## src/rtl/mem_wb_pkg.sv

```systemverilog
// Shared definitions for the MEM/WB select/history block: source index map
// and helpers that size the select field from the history geometry.
package mem_wb_pkg;

  // Fixed source indices; history entries follow from SRC_HIST_BASE upward,
  // entry h lane k at SRC_HIST_BASE + h*LANES + k.
  localparam int SRC_ZERO      = 0;
  localparam int SRC_SFR       = 1;
  localparam int SRC_EXMEM     = 2;
  localparam int SRC_LD        = 3;
  localparam int SRC_HIST_BASE = 4;

  // Total number of selectable sources for a given history geometry.
  function automatic int num_sources(input int depth, input int lanes);
    return SRC_HIST_BASE + depth * lanes;
  endfunction

  // Width of one lane's encoded select field.
  function automatic int sel_width(input int depth, input int lanes);
    return $clog2(num_sources(depth, lanes));
  endfunction

endpackage

```

## src/rtl/mem_wb_lane_mux.sv

```systemverilog
// One lane of the writeback source select. Purely combinational: picks one
// DATA_W slice out of the flat source vector and flags indices that do not
// name a source (those read as zero).
module mem_wb_lane_mux #(
  parameter int DATA_W  = 8,
  parameter int NUM_SRC = 8,
  parameter int SEL_W   = 3
) (
  input  logic [NUM_SRC*DATA_W-1:0] src_vec,
  input  logic [SEL_W-1:0]          sel,
  output logic [DATA_W-1:0]         data,
  output logic                      range_err
);

  // Decode the select; out-of-range indices leave data at zero.
  always_comb begin
    data      = '0;
    range_err = (int'(sel) >= NUM_SRC);
    for (int s = 0; s < NUM_SRC; s++) begin
      if (int'(sel) == s) begin
        data = src_vec[s*DATA_W +: DATA_W];
      end
    end
  end

endmodule

```

## src/rtl/mem_wb_data_select_hist.sv

```systemverilog
// MEM/WB data path: per-lane source select feeding the MEM/WB register,
// which is the head of an N-deep writeback history shift register. Loads
// that are selected before their data is ready stall the pipe via ld_wait.
module mem_wb_data_select_hist
  import mem_wb_pkg::*;
#(
  parameter int DATA_W     = 8,
  parameter int LANES      = 2,
  parameter int HIST_DEPTH = 2,
  localparam int NUM_SRC    = num_sources(HIST_DEPTH, LANES),
  localparam int SEL_W      = sel_width(HIST_DEPTH, LANES),
  localparam int ENTRY_W    = LANES * DATA_W
) (
  input  logic                          clock,
  input  logic                          reset_n,
  input  logic                          stall,
  input  logic                          flush,
  input  logic                          in_valid,
  input  logic [LANES*SEL_W-1:0]        sel,
  input  logic [DATA_W-1:0]             sfr_data,
  input  logic [ENTRY_W-1:0]            ex_mem_data,
  input  logic [ENTRY_W-1:0]            ld_res,
  input  logic                          ld_valid,
  output logic                          ld_wait,
  output logic [ENTRY_W-1:0]            mem_wb_data,
  output logic                          mem_wb_valid,
  output logic [HIST_DEPTH*ENTRY_W-1:0] hist_data,
  output logic                          sel_err
);

  logic [HIST_DEPTH-1:0][ENTRY_W-1:0] hist_reg;
  logic [HIST_DEPTH-1:0][ENTRY_W-1:0] hist_next;
  logic                               mem_wb_valid_reg;
  logic                               mem_wb_valid_next;
  logic                               sel_err_reg;
  logic                               sel_err_next;
  logic [HIST_DEPTH*ENTRY_W-1:0]      hist_flat;
  logic [ENTRY_W-1:0]                 mux_data;
  logic [LANES-1:0]                   lane_err;
  logic [LANES-1:0]                   lane_ld_sel;
  logic                               adv;

  assign hist_flat = hist_reg;

  genvar gi;
  generate
    for (gi = 0; gi < LANES; gi++) begin : g_lane
      logic [SEL_W-1:0]          lane_sel;
      logic [NUM_SRC*DATA_W-1:0] src_vec;

      assign lane_sel = sel[gi*SEL_W +: SEL_W];

      // Concatenation order must match the SRC_* index map: zero lowest,
      // then SFR, this lane's EX/MEM and load data, then the whole history
      // (pre-update values, so history reads forward the old contents).
      assign src_vec = {hist_flat,
                        ld_res[gi*DATA_W +: DATA_W],
                        ex_mem_data[gi*DATA_W +: DATA_W],
                        sfr_data,
                        {DATA_W{1'b0}}};

      assign lane_ld_sel[gi] = (int'(lane_sel) == SRC_LD);

      mem_wb_lane_mux #(
        .DATA_W  (DATA_W),
        .NUM_SRC (NUM_SRC),
        .SEL_W   (SEL_W)
      ) u_lane_mux (
        .src_vec   (src_vec),
        .sel       (lane_sel),
        .data      (mux_data[gi*DATA_W +: DATA_W]),
        .range_err (lane_err[gi])
      );
    end
  endgenerate

  // A lane reading the load result must wait until that result is valid.
  assign ld_wait = in_valid & ~ld_valid & (|lane_ld_sel);
  assign adv     = ~stall & ~ld_wait;

  // Next-state: flush inserts a bubble regardless of stall; otherwise an
  // advancing cycle captures the muxed lanes; otherwise everything holds.
  always_comb begin
    hist_next         = hist_reg;
    mem_wb_valid_next = mem_wb_valid_reg;
    if (flush || adv) begin
      for (int h = 1; h < HIST_DEPTH; h++) begin
        hist_next[h] = hist_reg[h-1];
      end
      hist_next[0]      = flush ? '0 : mux_data;
      mem_wb_valid_next = flush ? 1'b0 : in_valid;
    end
  end

  // Sticky flag: only selects actually consumed by a real instruction count.
  assign sel_err_next = sel_err_reg | (in_valid & adv & (|lane_err));

  // History, valid bit and error flag registers.
  always_ff @(posedge clock or negedge reset_n) begin
    if (!reset_n) begin
      hist_reg         <= '0;
      mem_wb_valid_reg <= 1'b0;
      sel_err_reg      <= 1'b0;
    end else begin
      hist_reg         <= hist_next;
      mem_wb_valid_reg <= mem_wb_valid_next;
      sel_err_reg      <= sel_err_next;
    end
  end

  assign mem_wb_data  = hist_reg[0];
  assign mem_wb_valid = mem_wb_valid_reg;
  assign hist_data    = hist_flat;
  assign sel_err      = sel_err_reg;

endmodule
```

## config.mk

```make
export PLATFORM = sky130hd
export DESIGN_NAME = mem_wb_data_select_hist
export DESIGN_NICKNAME = d
export VERILOG_FILES = /design/src/rtl/mem_wb_pkg.sv /design/src/rtl/mem_wb_lane_mux.sv /design/src/rtl/mem_wb_data_select_hist.sv
export SDC_FILE = /design/constraint.sdc
export NUM_CORES = 1
export LEC_CHECK = 0
export BUFFER_PORTS_ARGS = -buffer_cell sky130_fd_sc_hd__buf_2
export CORE_MARGIN = 5
export CORE_UTILIZATION = 40
export CTS_CLUSTER_DIAMETER = 80
export CTS_CLUSTER_SIZE = 20
export DETAILED_ROUTE_END_ITERATION = 16
export PLACE_DENSITY = 0.69
export SLEW_MARGIN = 15
export SYNTH_ARGS = -nofsm -noshare
export SYNTH_HDL_FRONTEND = slang
export SYNTH_SLANG_ARGS = --single-unit
```

## constraint.sdc

```tcl
create_clock -name clock -period 2.78 [get_ports clock]
set_input_delay 0.139 -clock clock [delete_from_list [all_inputs] [get_ports clock]]
set_output_delay 0.139 -clock clock [all_outputs]
set_load 0.05 [all_outputs]
```

==> impl_metrics.tcl <==
set metrics [dict create \
    status "finished clean" \
    maxCapViolCount 0 \
    fin_area_sq_um 2890 \
    wl_microns 7300 \
    synth_cells 231 \
    syn_nets 283 \
    placedInstanceArea_sq_um 2740 \
    synth_adder_area_share_pct 0 \
    crit_path_max_incr_delay_ps 570 \
    min_path_type "input pin to register" \
    drtPass1Iterations 5 \
    clkPwrFrac_pct 31.8 \
    gr-total-overflow 0 \
    clk_pin_slew_ps 60 \
    rows 28 \
    finalNetCount 359 \
    synth_top_area_share_pct 35.0 \
    synth_simple_gate_area_share_pct 7.01 \
    n_fill_cell 576 \
    grt_max_degree 34 \
    drc 0 \
    synth_top_cell_by_area "dfrtp_1" \
    via_count 2213 \
    cp_max_fo 26 \
    start_util_pct 40.5 \
    antenna_found_initial 0 \
    comb_power_share_pct 33.9 \
    fmax_ghz 0.568 \
    synth_edf_count 0 \
    gp_congestion 0.831 \
    finalCritPeriodShare_pct 63.3 \
    final.setup.tns_ps 0 \
    synthToLayoutAreaGrowth_pct 22.5 \
    fin_cells 383 \
    synthFlopType "dfrtp_1" \
    viasPerCell 5.78 \
    power.total_mw 1.69 \
    n_antenna_cell 0 \
    clk_latency_ps 290 \
    track_usage_pct 19.9 \
    crit_arrival_ps 1930 \
    ioPinCount 103 \
    worstSetupPathType "input pin to register" \
    path_buf_inv 2 \
    grt_pass1_vias 2256 \
    worstPathCellList "buf_2 -> nand3b_4 -> a211o_4 -> inv_4 -> o21ai_4 -> mux2_2" \
    seqPwrFrac_pct 34.3 \
    port_buffers 101 \
    path_delay_family "compound AO/OA/AOI/OAI gates" \
    dp_hpwl_microns 5440 \
    wl_per_cell_microns 19.1 \
    die_width_microns 86.8 \
    synth_compound_area_share_pct 28.5 \
    dieHeight_microns 86.8 \
    switchingPower_mw 0.636 \
    ant_nets 0 \
    swShare_pct 37.5 \
    synth_xor_area_share_pct 0 \
    synth_area_per_cell_sq_um 10.2 \
    yosys_warnings 0 \
    drive_gt1_share_pct 48.1 \
    required_ps 2950 \
    maxSlewViolCount 0 \
    p_int_mw 1.06 \
    clockRootBuffer "clkbuf_8" \
    fp.dieArea_sq_um 7530 \
    cp-end-kind "register" \
    crit_path_top_delay_cell "o21ai_4" \
    synth.area.top_cells "dfrtp_1 (35%), mux2_4 (8.9%), mux2_2 (8.1%), buf_4 (5.4%), o221ai_1 (4.5%)" \
    drt_iter0_markers 178 \
    synthDistinctLibCells 40 \
    cts-resized-gates 0 \
    ys_ff_latch 33 \
    finClkSkew_ps 8.87 \
    yosysSeqAreaShare_pct 35.0 \
    core_sq_um 5820 \
    postCtsSetupBuffers 0 \
    synth_mux_area_share_pct 18.4 \
    rsz0062_at_grt "no" \
    cts_buffer_depth 2 \
    cts.sinks 33 \
    ys_async_sr_fraction_pct 100 \
    cellLeakagePower_nw 1.47 \
    holdWs_ps 170 \
    min_period_ps 1760 \
    powerDensity_nw_per_um2 587 \
    peakVddDrop_mv 0.300 \
    grt_pass1_wl_microns 11600 \
    hold_viol 0 \
    cts-buffers-inserted 5 \
    synth_top_family_by_area "compound AO/OA/AOI/OAI gates" \
    cts.htree.levels 2 \
    cts_tree "yes" \
    startpoint_type "input pin" \
    syn-cell-area_sq_um 2360 \
    setup-violations-final 0 \
    dp.cells 374 \
    slew_headroom_pct 45.6 \
    tightest_slew_ps 796 \
]
final timing paths:
| path | from | end | slack [ps] | cells past startpoint |
|---|---|---|---|---|
| min reg2reg | mem_wb_valid | mem_wb_valid | 560 | 1 |
| max reg2reg | hist_data[20] | mem_wb_data[4] | 1140 | 4 |
| min | in_valid | mem_wb_valid | 170 | 2 |
| max | sel[2] | hist_data[20] | 1020 | 6 |
| max in group asynchronous | reset_n | hist_data[28] | 1840 | 2 |
| min in group asynchronous | reset_n | hist_data[23] | 470 | 2 |
timing repair:
| action | in CTS | in global routing |
|---|---|---|
| endpoints found under the setup margin | 0 | 0 |
| hold buffers | 1 | 0 |
| endpoints found under the hold margin | 33 | 0 |
cell families after synthesis:
kind of cell,count (synthesis)
flip-flops,33
other,1
multiplexers,34
buffers and inverters,42
AND/OR/NAND/NOR,32
AO/OA/AOI/OAI,89
cells in the final DEF (no fill, tap or decap), types with 2 or more instances in the layout:
cell type / n
o221ai_1: 12
mux2_1: 2
a22oi_1: 3
a211oi_1: 9
clkbuf_8: 5
o22ai_1: 9
mux2_2: 17
dfrtp_1: 33
nor2b_1: 4
o21ai_0: 15
a221oi_1: 9
buf_2: 101
nand2b_1: 4
a21o_1: 2
o21a_1: 5
buf_4: 2
mux2_4: 14
nor2_1: 5
inv_1: 5
a2111oi_0: 2
bufinv_16: 2
nand2_1: 14
a32o_1: 8
a21oi_1: 9
through the flow:
stage / worst slack (ps) / util [%]
after floorplan: 1180 / -
after global placement: 777 / 47.2
after detailed placement: 742 / 47.2
after CTS: 1030 / 49.6
after global routing: 922 / 49.6
final: 1020 / 49.6
synth_stat cells (2+ instances only):
cell type / instances
buf_6: 3
a21o_1: 2
nand2b_1: 4
mux2_1: 2
o22ai_1: 9
inv_1: 5
clkbuf_1: 5
a2111oi_0: 2
a21oi_1: 9
o21ai_0: 15
nor2_1: 5
a32o_1: 8
buf_4: 17
o221ai_1: 12
buf_2: 9
a221oi_1: 9
a22oi_1: 3
mux2_4: 14
nor2b_1: 4
o21a_1: 5
a211oi_1: 9
mux2_2: 17
nand2_1: 14
dfrtp_1: 33
routing by layer:
layer | track usage (%) | up-vias | wire (microns)
met4 | 5.95 | 0 | 80
met2 | 32.3 | 102 | 3520
met3 | 4.75 | 8 | 726
li1 | - | 1030 | -
met5 | 0 | - | 0
met1 | 26.4 | 1073 | 2970
power groups by stage:
stage,Sequential [mW],Combinational [mW],Clock (mW)
detailed placement,0.588,0.574,0
global route,0.587,0.607,0.568
finish,0.581,0.575,0.538
CTS,0.579,0.578,0.547
floorplan,0.729,0.296,0
global placement,0.587,0.568,0
area by class of cell:
class / instances / area [sq um] / share of cell area, %
Multi-Input combinational cell: 156 / 1270 / 44.1
Sequential cell: 33 / 826 / 28.6
Timing Repair Buffer: 104 / 531 / 18.4
Tap cell: 75 / 93.8 / 3.25
Clock buffer: 5 / 68.8 / 2.38
Clock inverter: 3 / 65.1 / 2.25
Inverter: 7 / 28.8 / 0.997
Note: power is estimated with default switching activity, not from simulation.
